[config.mk]
export PLATFORM = sky130hd
export DESIGN_NAME = calc_page_sequencer_flat
export DESIGN_NICKNAME = d
export VERILOG_FILES = /design/src/rtl/calc_page_sequencer_if.sv /design/src/rtl/calc_page_sequencer.sv /design/src/flat_wrapper.sv
export SDC_FILE = /design/constraint.sdc
export NUM_CORES = 1
export LEC_CHECK = 0
export CORE_MARGIN = 2
export CORE_UTILIZATION = 45
export DETAILED_ROUTE_END_ITERATION = 8
export GPL_TIMING_DRIVEN = 1
export PLACE_DENSITY = 0.74
export REMOVE_ABC_BUFFERS = 1
export SYNTH_ARGS = -nofsm -noshare
export SYNTH_HDL_FRONTEND = slang
export SYNTH_SLANG_ARGS = --single-unit
[constraint.sdc]
create_clock -name CLK -period 2 [get_ports CLK]
set_input_delay 0.4 -clock CLK [delete_from_list [all_inputs] [get_ports CLK]]
set_output_delay 0.4 -clock CLK [all_outputs]
set_load 0.01 [all_outputs]
[src/rtl/calc_page_sequencer_if.sv]
// Bus between the calculator page sequencer and its neighbours (core, ROM banks, host).
// RES_VALID is a one-cycle pulse with no back-pressure: RES and RES_DIV are meaningful in the
// cycle RES_VALID is high and hold until the next result; the receiver must take them then.
interface calc_page_sequencer_if #(
    parameter int DATA_LEN  = 4,
    parameter int PC_LEN    = 7,
    parameter int INSTR_LEN = 8
);
    logic [PC_LEN-1:0]     PC;
    logic [DATA_LEN-1:0]   OPORT;
    logic [INSTR_LEN-1:0]  ROM_DATA;
    logic [DATA_LEN-1:0]   R2_IN;
    logic [DATA_LEN-1:0]   R3_IN;
    logic [DATA_LEN-1:0]   CMD_IN;
    logic [2:0]            ROM_SEL;
    logic [INSTR_LEN-1:0]  INSTR;
    logic [DATA_LEN-1:0]   IPORT;
    logic [2*DATA_LEN-1:0] RES;
    logic                  RES_VALID;
    logic                  RES_DIV;
    logic                  CMD_ERR;
    logic                  TO_ERR;

    modport master (
        output PC, OPORT, ROM_DATA, R2_IN, R3_IN, CMD_IN,
        input  ROM_SEL, INSTR, IPORT, RES, RES_VALID, RES_DIV, CMD_ERR, TO_ERR
    );

    modport slave (
        input  PC, OPORT, ROM_DATA, R2_IN, R3_IN, CMD_IN,
        output ROM_SEL, INSTR, IPORT, RES, RES_VALID, RES_DIV, CMD_ERR, TO_ERR
    );
endinterface

[src/rtl/calc_page_sequencer.sv]
// Program-page sequencer for the 4-bit calculator core: decodes OPORT[1:0] signalling, picks
// the ROM page feeding INSTR, forces BRANCH 0 after each page change until the core is at PC 0,
// feeds operands/command on IPORT and captures the two-nibble result.
module calc_page_sequencer #(
    parameter int                   DATA_LEN  = 4,
    parameter int                   PC_LEN    = 7,
    parameter int                   INSTR_LEN = 8,
    parameter logic [INSTR_LEN-1:0] BR0_INSTR = 8'h80,
    parameter int                   TIMEOUT   = 4096
) (
    input  logic                CLK,
    input  logic                RSTN,
    calc_page_sequencer_if.slave bus,
    output logic [3:0]          dbg_state
);
    localparam int              WD_W    = $clog2(TIMEOUT);
    localparam logic [WD_W-1:0] WD_LAST = WD_W'(TIMEOUT - 1);

    localparam logic [2:0] PG_LINK = 3'd0;
    localparam logic [2:0] PG_ADD  = 3'd1;
    localparam logic [2:0] PG_SUB  = 3'd2;
    localparam logic [2:0] PG_MUL  = 3'd3;
    localparam logic [2:0] PG_DIV  = 3'd4;

    typedef enum logic [3:0] {
        S_START, S_OP1, S_OP2, S_OP3, S_RUN, S_OTH1, S_OTH2, S_OTH3,
        S_RETW1, S_RETR1, S_RETW2, S_RETR2, S_RET, S_INR
    } state_t;

    state_t                state, state_eval, state_nxt;
    logic                  page_active;
    logic [2:0]            rom_sel;
    logic [DATA_LEN-1:0]   iport, lo_nib;
    logic [2*DATA_LEN-1:0] res;
    logic                  res_valid, res_div, cmd_err, to_err, is_div;
    logic [WD_W-1:0]       wdog;

    logic [1:0]            lo;
    logic                  page_go, set_div, ld_iport, cmd_bad, cap_lo, cap_res, wd_hit;
    logic [2:0]            page_nxt;
    logic [DATA_LEN-1:0]   iport_nxt;

    // An operand of zero would stall the core's loops, so it is delivered as one.
    function automatic logic [DATA_LEN-1:0] nz(input logic [DATA_LEN-1:0] v);
        return (v == '0) ? DATA_LEN'(1) : v;
    endfunction

    function automatic logic is_onehot(input logic [DATA_LEN-1:0] v);
        return (v != '0) && ((v & (v - 1'b1)) == '0);
    endfunction

    assign lo = bus.OPORT[1:0];

    // Next-state decode of the core signalling plus the side effects of each transition.
    always_comb begin
        state_eval = state;
        page_go    = 1'b0;
        page_nxt   = rom_sel;
        set_div    = 1'b0;
        ld_iport   = 1'b0;
        iport_nxt  = iport;
        cmd_bad    = 1'b0;
        cap_lo     = 1'b0;
        cap_res    = 1'b0;
        if (!page_active) begin
            case (state)
                S_START: if (lo == 2'd1) state_eval = S_OP1;
                         else if (lo == 2'd2) state_eval = S_OTH1;
                S_OP1:   if (lo == 2'd0) state_eval = S_OP2;
                         else if (lo == 2'd2) state_eval = S_OP3;
                S_OP2:   if (lo == 2'd1) begin
                             state_eval = S_RUN; page_go = 1'b1; page_nxt = PG_ADD;
                         end else if (lo == 2'd2) begin
                             state_eval = S_RUN; page_go = 1'b1; page_nxt = PG_DIV; set_div = 1'b1;
                         end
                S_OP3:   if (lo == 2'd1) begin
                             state_eval = S_RUN; page_go = 1'b1; page_nxt = PG_MUL;
                         end else if (lo == 2'd0) begin
                             state_eval = S_RUN; page_go = 1'b1; page_nxt = PG_SUB;
                         end
                S_RUN, S_RET, S_INR:
                         if (lo == 2'd3) state_eval = S_START;
                S_OTH1:  if (lo == 2'd0) state_eval = S_OTH2;
                         else if (lo == 2'd1) state_eval = S_OTH3;
                S_OTH2:  if (lo == 2'd2) state_eval = S_RETW1;
                         else if (lo == 2'd1) begin
                             state_eval = S_INR; ld_iport = 1'b1; iport_nxt = nz(bus.R2_IN);
                         end
                S_OTH3:  if (lo == 2'd0) begin
                             state_eval = S_INR; ld_iport = 1'b1; iport_nxt = nz(bus.R3_IN);
                         end else if (lo == 2'd2) begin
                             state_eval = S_INR; ld_iport = 1'b1; iport_nxt = bus.CMD_IN;
                             cmd_bad = !is_onehot(bus.CMD_IN);
                         end
                S_RETW1: state_eval = S_RETR1;
                S_RETR1: begin state_eval = S_RETW2; cap_lo = 1'b1; end
                S_RETW2: state_eval = S_RETR2;
                S_RETR2: begin
                    state_eval = S_RET; cap_res = 1'b1; page_go = 1'b1; page_nxt = PG_LINK;
                end
                default: state_eval = S_START;
            endcase
        end
        // A stalled sequence outside START that has used up its budget is aborted.
        wd_hit    = !page_active && (state != S_START) && (state_eval == state) && (wdog == WD_LAST);
        state_nxt = wd_hit ? S_START : state_eval;
    end

    // State register.
    always_ff @(posedge CLK or negedge RSTN) begin
        if (!RSTN) state <= S_START;
        else       state <= state_nxt;
    end

    // Page select, operand/result registers, pulses and watchdog counter.
    always_ff @(posedge CLK or negedge RSTN) begin
        if (!RSTN) begin
            page_active <= 1'b0;
            rom_sel     <= PG_LINK;
            iport       <= '0;
            lo_nib      <= '0;
            res         <= '0;
            res_valid   <= 1'b0;
            res_div     <= 1'b0;
            cmd_err     <= 1'b0;
            to_err      <= 1'b0;
            is_div      <= 1'b0;
            wdog        <= '0;
        end else begin
            res_valid <= 1'b0;
            cmd_err   <= cmd_bad;
            to_err    <= wd_hit;
            if (wd_hit) begin
                rom_sel     <= PG_LINK;
                page_active <= 1'b1;
            end else if (page_go) begin
                rom_sel     <= page_nxt;
                page_active <= 1'b1;
            end else if (page_active && (bus.PC == '0)) begin
                page_active <= 1'b0;
            end
            if (wd_hit || cap_res) is_div <= 1'b0;
            else if (set_div)      is_div <= 1'b1;
            if (ld_iport) iport  <= iport_nxt;
            if (cap_lo)   lo_nib <= bus.OPORT;
            if (cap_res) begin
                res       <= {bus.OPORT, lo_nib};
                res_div   <= is_div;
                res_valid <= 1'b1;
            end
            if (page_active || (state == S_START) || (state_nxt != state)) wdog <= '0;
            else if (wdog != WD_LAST) wdog <= wdog + 1'b1;
        end
    end

    assign bus.INSTR     = page_active ? BR0_INSTR : bus.ROM_DATA;
    assign bus.ROM_SEL   = rom_sel;
    assign bus.IPORT     = iport;
    assign bus.RES       = res;
    assign bus.RES_VALID = res_valid;
    assign bus.RES_DIV   = res_div;
    assign bus.CMD_ERR   = cmd_err;
    assign bus.TO_ERR    = to_err;
    assign dbg_state     = state;
endmodule

[src/flat_wrapper.sv]
// flat-port wrapper written by rule: the top's interface ports become plain ports
module calc_page_sequencer_flat 
#(
    parameter int                   DATA_LEN  = 4,
    parameter int                   PC_LEN    = 7,
    parameter int                   INSTR_LEN = 8,
    parameter logic [INSTR_LEN-1:0] BR0_INSTR = 8'h80,
    parameter int                   TIMEOUT   = 4096
)
  (CLK, RSTN, dbg_state, bus_PC, bus_OPORT, bus_ROM_DATA, bus_R2_IN, bus_R3_IN, bus_CMD_IN, bus_ROM_SEL, bus_INSTR, bus_IPORT, bus_RES, bus_RES_VALID, bus_RES_DIV, bus_CMD_ERR, bus_TO_ERR);
  calc_page_sequencer_if #(.DATA_LEN(DATA_LEN), .PC_LEN(PC_LEN), .INSTR_LEN(INSTR_LEN)) bus_i ();
  input  logic CLK;
  input  logic RSTN;
  output logic [3:0] dbg_state;
  input wire logic [$bits(bus_i.PC)-1:0] bus_PC;
  input wire logic [$bits(bus_i.OPORT)-1:0] bus_OPORT;
  input wire logic [$bits(bus_i.ROM_DATA)-1:0] bus_ROM_DATA;
  input wire logic [$bits(bus_i.R2_IN)-1:0] bus_R2_IN;
  input wire logic [$bits(bus_i.R3_IN)-1:0] bus_R3_IN;
  input wire logic [$bits(bus_i.CMD_IN)-1:0] bus_CMD_IN;
  output wire logic [$bits(bus_i.ROM_SEL)-1:0] bus_ROM_SEL;
  output wire logic [$bits(bus_i.INSTR)-1:0] bus_INSTR;
  output wire logic [$bits(bus_i.IPORT)-1:0] bus_IPORT;
  output wire logic [$bits(bus_i.RES)-1:0] bus_RES;
  output wire logic [$bits(bus_i.RES_VALID)-1:0] bus_RES_VALID;
  output wire logic [$bits(bus_i.RES_DIV)-1:0] bus_RES_DIV;
  output wire logic [$bits(bus_i.CMD_ERR)-1:0] bus_CMD_ERR;
  output wire logic [$bits(bus_i.TO_ERR)-1:0] bus_TO_ERR;
  assign bus_i.PC = bus_PC;
  assign bus_i.OPORT = bus_OPORT;
  assign bus_i.ROM_DATA = bus_ROM_DATA;
  assign bus_i.R2_IN = bus_R2_IN;
  assign bus_i.R3_IN = bus_R3_IN;
  assign bus_i.CMD_IN = bus_CMD_IN;
  assign bus_ROM_SEL = bus_i.ROM_SEL;
  assign bus_INSTR = bus_i.INSTR;
  assign bus_IPORT = bus_i.IPORT;
  assign bus_RES = bus_i.RES;
  assign bus_RES_VALID = bus_i.RES_VALID;
  assign bus_RES_DIV = bus_i.RES_DIV;
  assign bus_CMD_ERR = bus_i.CMD_ERR;
  assign bus_TO_ERR = bus_i.TO_ERR;
  calc_page_sequencer #(.DATA_LEN(DATA_LEN), .PC_LEN(PC_LEN), .INSTR_LEN(INSTR_LEN), .BR0_INSTR(BR0_INSTR), .TIMEOUT(TIMEOUT)) u_core (.CLK(CLK), .RSTN(RSTN), .bus(bus_i), .dbg_state(dbg_state));
endmodule
After elaboration in Yosys (flattened, before gate mapping):

Cells that the tools add are included.

* input port bits: 33
* bits in registers: 41
* word-level logic and storage cells: 133

* bitwise gates (word level): 2
* reductions and logical operators: 27
* eq/ne operators: 26
* $add $sub $neg: 2
* muxes and demuxes: 64

Operator list (count)
* two-way mux 4 bit: 23
* case mux 4 bit (12 select lines): 1
* two-way mux 1 bit: 26
* equality test 4 bit, second input constant: 6
* two-way mux 12 bit: 2
* two-way mux 3 bit: 7
* equality test 4 x 3 -> 1 bit, second input constant: 4
* zero test 4 bit: 4
* adder 12 x 1 -> 12 bit, second input constant: 1
* equality test 12 bit, second input constant: 1
* != test 12 bit, second input constant: 1
* nonzero test 4 bit: 3
* case mux 3 bit (3 select lines): 1
* equality test 4 x 2 -> 1 bit, second input constant: 2
* two-way mux 8 bit: 1
* != test 4 x 1 -> 1 bit, second input constant: 2
* case mux 4 bit (2 select lines): 1
* nonzero test 2 bit: 4
* zero test 7 bit: 1
* AND reduction 6 bit: 1
* logical AND 1 bit: 5
* AND reduction 5 bit: 1
* AND 4 bit: 1
* equality test 2 bit, second input constant: 2
* 16 further kinds: 20

Longest topological paths before layout:

Gate-level depths: netlist (run 1).

* depth in word-level cells: 12
* depth in mapped cells: 8
* depth with buffers taken out: 6

Worst setup path after synthesis (run 1):

No wires, ideal clock.

* kind: flip-flop to flip-flop
* start point: register u_core.state[0], in the netlist u_core.dbg_state[0]
* end point: register u_core.wdog[10]
* data arrival time: 2.095 ns
* period minus slack after synthesis: 2.175 ns
* slack: -0.175 ns
* cell stages (with the launch flop): 8
* setup time: 0.080 ns
* path through: dfrtp_1 -> buf_6 -> or3_4 -> a21oi_4 -> o221ai_2 -> or4b_4 -> buf_6 -> nor3_2

* longest elaborated chain between the ends: 11
* elaborated cells between the ends (all ways): 43

Ends and longest elaborated chain
* start, declared: RTL line calc_page_sequencer.sv:30 `state_t state, state_eval, state_nxt;`
* start signal, assigned: RTL line calc_page_sequencer.sv:112 `else state <= state_nxt;`
* equality test 4 x 3 -> 1 bit, or another cell as far along: RTL line calc_page_sequencer.sv:66 `case (state)`
* OR reduction 3 bit, or another cell as far along: RTL line calc_page_sequencer.sv:66
* case mux 4 bit (12 select lines): RTL line calc_page_sequencer.sv:66
* two-way mux 4 bit: RTL line calc_page_sequencer.sv:65 `if (!page_active) begin`
* equality test 4 bit: RTL line calc_page_sequencer.sv:105 `wd_hit = !page_active && (state != S_START) && (state_eval == state) && (wdog == WD_LAST);`
* logical AND 1 bit (2 in a row): RTL line calc_page_sequencer.sv:105
* two-way mux 4 bit: RTL line calc_page_sequencer.sv:106 `state_nxt = wd_hit ? S_START : state_eval;`
* != test 4 bit: RTL line calc_page_sequencer.sv:151 `if (page_active || (state == S_START) || (state_nxt != state)) wdog <= '0;`
* logical OR 1 bit *: RTL line calc_page_sequencer.sv:151
* two-way mux 12 bit or nonzero test 2 bit (tied branches)
* end signal, assigned: RTL line calc_page_sequencer.sv:152 `else if (wdog != WD_LAST) wdog <= wdog + 1'b1;`
* end, declared: RTL line calc_page_sequencer.sv:36 `logic [WD_W-1:0] wdog;`

Mark *: on every way between the ends. The rest lies on a longest branch, timed or not.
A chain may end at the register's enable or synchronous reset.

Final worst setup path (run 1):

* start point: register u_core.state[3], in the netlist u_core.dbg_state[3]
* end point: register u_core.page_active

* longest elaborated chain between the ends: 8
* elaborated cells between the ends (all ways): 42

Ends and longest elaborated chain
* equality test 4 x 3 -> 1 bit, or another cell as far along: RTL line calc_page_sequencer.sv:66
* OR reduction 3 bit, or another cell as far along: RTL line calc_page_sequencer.sv:66
* case mux 4 bit (12 select lines): RTL line calc_page_sequencer.sv:66
* two-way mux 4 bit: RTL line calc_page_sequencer.sv:65
* equality test 4 bit: RTL line calc_page_sequencer.sv:105
* logical AND 1 bit (2 in a row): RTL line calc_page_sequencer.sv:105
* nonzero test 3 bit (no source line) or two-way mux 1 bit (tied branches)
* end signal, assigned: RTL line calc_page_sequencer.sv:118 `page_active <= 1'b0;`
* end signal, assigned: RTL line calc_page_sequencer.sv:135 `page_active <= 1'b1;`
* end signal, assigned: RTL line calc_page_sequencer.sv:138 `page_active <= 1'b1;`
* end, declared: RTL line calc_page_sequencer.sv:31 `logic page_active;`

Parallel ways exist; a longest one is shown, timed or not.

==> reports/qor.csv, run 1 <==
metric;value;unit
antenna_found_initial;0;
fin_setup_tns;-2.98;ns
cellLeakagePower;1.75;nW
maxCapViolCount;0;
ant_nets;0;
hold_viol_final;0;
diodes;0;
dp_hpwl;5280;µm
worst_setup_path_start_kind;flip-flop;
worstSkewPairLatency;0.30;ns
fp.dieW;80.0;µm
start_util;46.9;%
htreeDepth;2;
io_pins;64;
async_flop_share;100;%
hold_buffers;0;
seqCellArea;1030;µm²
num_rows;27;
viasPerCell;5.57;
setup_violations;22;
cts.clk_slew.worst_paths;0.08;ns
worstPathCellList;nor2b_1 -> buf_4 -> o21ai_0 -> a2111oi_4 -> nor4b_4 -> a211o_1;
cts_sinks;41;
drc;0;
grt_max_degree;42;
cp_max_fo;5;
yosysSeqAreaShare;39.5;%
critPathTopFamily;compound AO/OA/AOI/OAI gates;
clockRootBuffer;clkbuf_8;
synthFlopType;dfrtp_1;
violations;setup timing;
pre_cts_slack;-1.02;ns
synth.distinct_cells;56;
max_freq;452;MHz
rsz0062_at_grt;true;
routedWlPerCell;16.2;µm
routed_wl;7550;µm
grt-ovfl-total;0;
fin_nets;429;
grt.busiest_layer;met2;
via_count;2603;
multi_input_area;1600;µm²
instances_no_fill;467;
dp.cells;449;
critical_path.max_stage_delay;0.51;ns
crit_arrival;2.40;ns
use_met1;31.4;%
ff2ff_setup_slack;-0.21;ns
num-fill-cells;407;
synthesis.instances;266;
worst-path-buf-inv;1;
syn-mean-instance-area;9.76;µm²
use_met3;4.41;%
ff2ff_path_depth;6;
dr.pass1.iters;4;
ir_drop;607;µV
coreArea;5540;µm²
clock_skew;0.00416;ns
outcome;finished with violations;
ys_ff_latch;41;
crit_required;2.19;ns
fin_crit_sh;111;%
cpMaxStageDelayCell;a2111oi_4;
post-route-min-period;2.21;ns
slew_violations;0;
min-delay-path-class;in2async;
tightest_slew;0.531;ns
clk_path_buf_depth;2;
syn_to_final_growth;55.7;%
synth_edf_count;0;
worst_slack;-0.213;ns
max_slew_margin;64.6;%
cts_tree;built;
grt_usage;24.9;%
drive_above_1_share;35.4;%
power.density;1050;nW/µm²
gp_congestion;0.939;
portBuffers;63;
grt_pass1_wl;12500;µm
crit-reg2reg-launch;u_core.dbg_state[3]$_DFF_PN0_;
die-height;80.0;µm
drt_iter0_drc;116;
timing.rr.end;u_core.page_active$_DFFE_PN0P_;
synth_warnings;0;
end_kind;flip-flop;
grtUsageMet2;42.3;%
grt_pass1_vias;2582;
synth_area;2600;µm²
cts_buffers;5;
path_class;reg2reg;
die_area;6390;µm²
-- worst max path at each step --
stage	from	to	slack [ns]	depth (start not counted)
finish	u_core.dbg_state[3]$_DFF_PN0_	u_core.page_active$_DFFE_PN0P_	-0.21	6
global route	u_core.dbg_state[0]$_DFF_PN0_	u_core.wdog[7]$_DFFE_PN0P_	-0.22	6
CTS	u_core.dbg_state[0]$_DFF_PN0_	u_core.wdog[4]$_DFFE_PN0P_	-0.15	6
detailed placement	bus_OPORT[0]	u_core.dbg_state[2]$_DFF_PN0_	-1.02	8
global placement	bus_OPORT[0]	u_core.dbg_state[2]$_DFF_PN0_	-1.04	7
floorplan	u_core.dbg_state[0]$_DFF_PN0_	u_core.wdog[0]$_DFFE_PN0P_	-0.49	5
-- through the flow --
step	cell area (µm²)	util (%)	hold WS, ns	total power [mW]
after global routing	4040	72.9	0.199	4.49
after detailed placement	3710	67.0	0.490	3.28
after floorplan	2500	-	0.104	2.10
final	4040	72.9	0.156	4.24
after global placement	3710	67.0	0.482	3.27
after CTS	3940	71.0	0.182	4.05
-- layer usage --
| layer | vias to the layer above | share of wire, % |
|---|---|---|
| li1 | 1241 | - |
| met4 | 0 | 3.1 |
| met3 | 20 | 4.2 |
| met2 | 70 | 49 |
| met5 | - | 0 |
| met1 | 1272 | 43 |
-- registers in the layout, indices dropped and copies added, names as in the netlist --
name,flops
u_core.bus.CMD_ERR,1
u_core.bus.IPORT,4
u_core.bus.RES,8
u_core.bus.RES_DIV,1
u_core.bus.RES_VALID,1
u_core.bus.ROM_SEL,3
u_core.bus.TO_ERR,1
u_core.dbg_state,4
u_core.is_div,1
u_core.lo_nib,4
u_core.page_active,1
u_core.wdog,12
-- cells in the mapped netlist, drive strengths merged (2+ instances only) --
library cell / n / area, µm²
a2111oi: 2 / 17.5
a211oi: 3 / 22.5
a21o: 3 / 22.5
a21oi: 16 / 91.3
a31oi: 2 / 12.5
a32oi: 2 / 17.5
and3: 2 / 12.5
and3b: 2 / 17.5
buf: 10 / 68.8
clkbuf: 6 / 22.5
dfrtp: 41 / 1030
inv: 8 / 30.0
mux2: 19 / 214
mux2i: 6 / 60.1
nand2: 10 / 37.5
nand2b: 10 / 62.6
nand3: 3 / 15.0
nand4: 4 / 31.3
nor2: 13 / 48.8
nor2b: 13 / 81.3
nor3: 20 / 150
nor4: 8 / 65.1
nor4b: 2 / 23.8
o211ai: 3 / 22.5
o21a: 2 / 15.0
o21ai: 19 / 95.1
o31ai: 4 / 30.0
o32ai: 2 / 17.5
or2: 4 / 25.0
or3: 3 / 23.8
xnor2: 5 / 43.8
xor2: 5 / 43.8
-- kinds of logic after synthesis --
family          Yosys count  share of synthesized area [%]
simple gates            100                           24.9
compound gates           64                           16.3
flops                    41                           39.5
buf+inv                  25                           4.82
mux                      25                           10.6
xor+xnor                 10                           3.37
fa+ha+maj                 1                          0.482
-- cell usage in the layout (no fill, tap or decap), drive strengths merged, types with 10 or more instances in the layout --
cell type / synthesis / final
nor2: 13 / 13
o21ai: 19 / 19
a21oi: 16 / 16
nand2b: 10 / 10
buf: 10 / 74
clkdlybuf4s50: 0 / 52
nor3: 20 / 20
nor2b: 13 / 13
dfrtp: 41 / 41
mux2: 19 / 19
nand2: 10 / 10
-- repair_timing --
| action | 4_1_cts | 5_1_grt |
|---|---|---|
| hold endpoints to repair | 0 | 0 |
| setup endpoints to repair | 30 | 24 |
| gates cloned | 2 | 0 |
| resized for setup | 28 | 14 |
| pin swaps | 18 | 14 |
| buffers inserted | 5 | 4 |
-- power by group --
part	leakage, nW	switching [mW]	internal [mW]
registers	0.537	0.122	0.995
clock network	0.0433	0.293	0.273
logic	1.17	1.23	1.33
-- area by class of cell --
| cell class | instances | area share [%] |
|---|---|---|
| multi-input cells | 202 | 39.6 |
| clock buffers | 6 | 2.04 |
| clock inverters | 1 | 0.186 |
| inverters | 9 | 0.836 |
| flip-flops and latches | 41 | 25.5 |
| repair buffers | 136 | 29.6 |
| well taps | 72 | 2.23 |
Note: power is estimated with default switching activity, not from simulation.
==> inputs of run 2 (changes only) <==
- SKIP_LAST_GASP: unset -> 1
==> results of run 2 <==
The final DEF is identical to that of run 1; final timing and power are the same.
==> inputs of run 3 (changes only) <==
==> constraint.sdc (replaced) <==
create_clock -name CLK -period 2 [get_ports CLK]
set_input_delay 0.5 -clock CLK [delete_from_list [all_inputs] [get_ports CLK]]
set_output_delay 0.5 -clock CLK [all_outputs]
set_load 0.01 [all_outputs]
==> run 3 against run 2 <==
Effect of this change:
- the flow still finishes with violations (setup timing)
- hold slack lost 0.054 ns
- die area is the same
- power up 8.6%
- sequential power barely moved
- design area increased by 5.3%
- combinational power increased by 9.4%
- flip-flop and latch count unchanged
- non-clock buffer count increased by 14
- global-route usage is 0.76 points higher
- clock skew grew 0.0052 ns
- largest cell class unchanged
==> reports/qor.csv, run 3 (synthesized netlist as in run 1, its figures left out) <==
metric;value;unit
hold_viol_final;0;
end_kind;flip-flop;
die_area;6390;µm²
grt-ovfl-total;0;
via_count;2722;
ff2ff_path_depth;6;
final_cell_mix;buf_4 (77), clkdlybuf4s50_1 (51), dfrtp_1 (39);
ir_drop;630;µV
clk_path_buf_depth;2;
max_freq;457;MHz
antenna_found_initial;0;
num_rows;27;
routedWlPerCell;16.7;µm
cpMaxStageDelayCell;or4b_4;
cts_sinks;41;
violations;setup timing;
clock_skew;0.00932;ns
crit_arrival;2.41;ns
grt_pass1_vias;2698;
setup_violations;22;
slew_violations;0;
gp_congestion;0.957;
outcome;finished with violations;
coreArea;5540;µm²
maxCapViolCount;0;
max_slew_margin;66.5;%
fin_nets;443;
grt_usage;25.6;%
dr.pass1.iters;4;
viasPerCell;5.65;
diodes;0;
cp_max_fo;13;
largest_reg_flops;12;
num-fill-cells;400;
drive_above_1_share;39.5;%
portBuffers;63;
worstSkewPairLatency;0.30;ns
rsz0062_at_grt;true;
routed_wl;8030;µm
power.density;1080;nW/µm²
path_class;reg2reg;
grt_pass1_wl;12800;µm
place_area;3740;µm²
grt_max_degree;17;
fp.dieW;80.0;µm
drt_iter0_drc;104;
tightest_slew;0.490;ns
power;4.61;mW
fin_area;4250;µm²
critical_path.max_stage_delay;0.64;ns
start_util;46.9;%
ant_nets;0;
largest-register;u_core.wdog;
worst_setup_path_start_kind;flip-flop;
syn_to_final_growth;63.9;%
final_common_cell;buf_4;
cts_tree;built;
worstPathCellList;buf_4 -> o31ai_1 -> buf_4 -> nor2_1 -> or4b_4 -> nor3_4;
fin_crit_sh;109;%
htreeDepth;2;
clockRootBuffer;clkbuf_8;
cellLeakagePower;1.86;nW
hold_buffers;0;
io_pins;64;
dp_hpwl;5450;µm
crit_top_cell;buf_4;
cts_buffers;5;
min-delay-path-class;in2async;
die-height;80.0;µm
drc;0;
cts.clk_slew.worst_paths;0.09;ns
worst_slack;-0.189;ns
post-route-min-period;2.19;ns
crit_required;2.22;ns
## run 3: changes by cell type in the layout (fill, tap and decap cells not counted), sizes merged
cell and delta:
clkdlybuf4s15 -2, clkbuf -1, clkinv +1, dlymetal6s2s +1, bufinv +1, buf +16, clkdlybuf4s50 -1
## run 3: routing by layer
layer	routed length, µm	vias to the layer above	global-route usage, %
met5	0	-	0
met4	298	0	8.31
met3	449	33	6.22
met2	4050	103	43.1
met1	3240	1316	32.3
li1	-	1270	-
## run 3: cell type report
type	count	area, µm²	area share, %
well taps	72	90.1	2.12
repair buffers	150	1320	30.9
clock inverters	3	46.3	1.09
clock buffers	5	68.8	1.62
inverters	9	33.8	0.794
multi-input cells	202	1670	39.3
flip-flops and latches	41	1030	24.2
## run 3: where the power goes
| group | internal [mW] | total, mW | switching (mW) |
|---|---|---|---|
| clock | 0.374 | 0.685 | 0.312 |
| sequential | 0.993 | 1.12 | 0.126 |
| combinational | 1.46 | 2.80 | 1.34 |
| total | 2.83 | 4.61 | 1.78 |
## run 3: worst paths after layout
| kind | start | to | slack (ns) |
|---|---|---|---|
| setup / recovery | u_core.dbg_state[3]$_DFF_PN0_ | u_core.wdog[7]$_DFFE_PN0P_ | -0.19 |
| hold / removal | RSTN | u_core.bus.IPORT[1]$_DFFE_PN0P_ | 0.10 |
| setup reg to reg | u_core.dbg_state[3]$_DFF_PN0_ | u_core.wdog[7]$_DFFE_PN0P_ | -0.19 |
| hold reg to reg | u_core.bus.IPORT[0]$_DFFE_PN0P_ | u_core.bus.IPORT[0]$_DFFE_PN0P_ | 0.51 |
| max in group asynchronous | RSTN | u_core.dbg_state[0]$_DFF_PN0_ | 1.36 |
| min in group CLK | u_core.bus.IPORT[0]$_DFFE_PN0P_ | u_core.bus.IPORT[0]$_DFFE_PN0P_ | 0.51 |
## run 3: through the flow
step                hold WS [ns]  setup slack (ns)  std cells  utilization [%]  setup TNS (ns)
global placement           0.424             -1.16        452             67.4          -23.42
floorplan                  0.204            -0.492        250                -           -7.79
finish                     0.102            -0.189        482             76.8           -2.72
global route               0.111            -0.299        482             76.8           -4.36
detailed placement         0.428             -1.11        452             67.4          -23.68
CTS                        0.109            -0.125        471             72.4           -1.38
## run 3: critical path, delay by kind of cell (launching register included)
kind | cells | cell delay (ns)
compound gates | 1 | 0.39
buf+inv | 2 | 0.40
flops | 1 | 0.43
simple gates | 3 | 0.89
## run 3: timing repair
action,in CTS,in global routing
setup endpoints to repair,36,24
endpoints found under the hold margin,0,0
cloned,2,0
buffers inserted,10,11
resized for setup,34,33
pin swaps,25,19
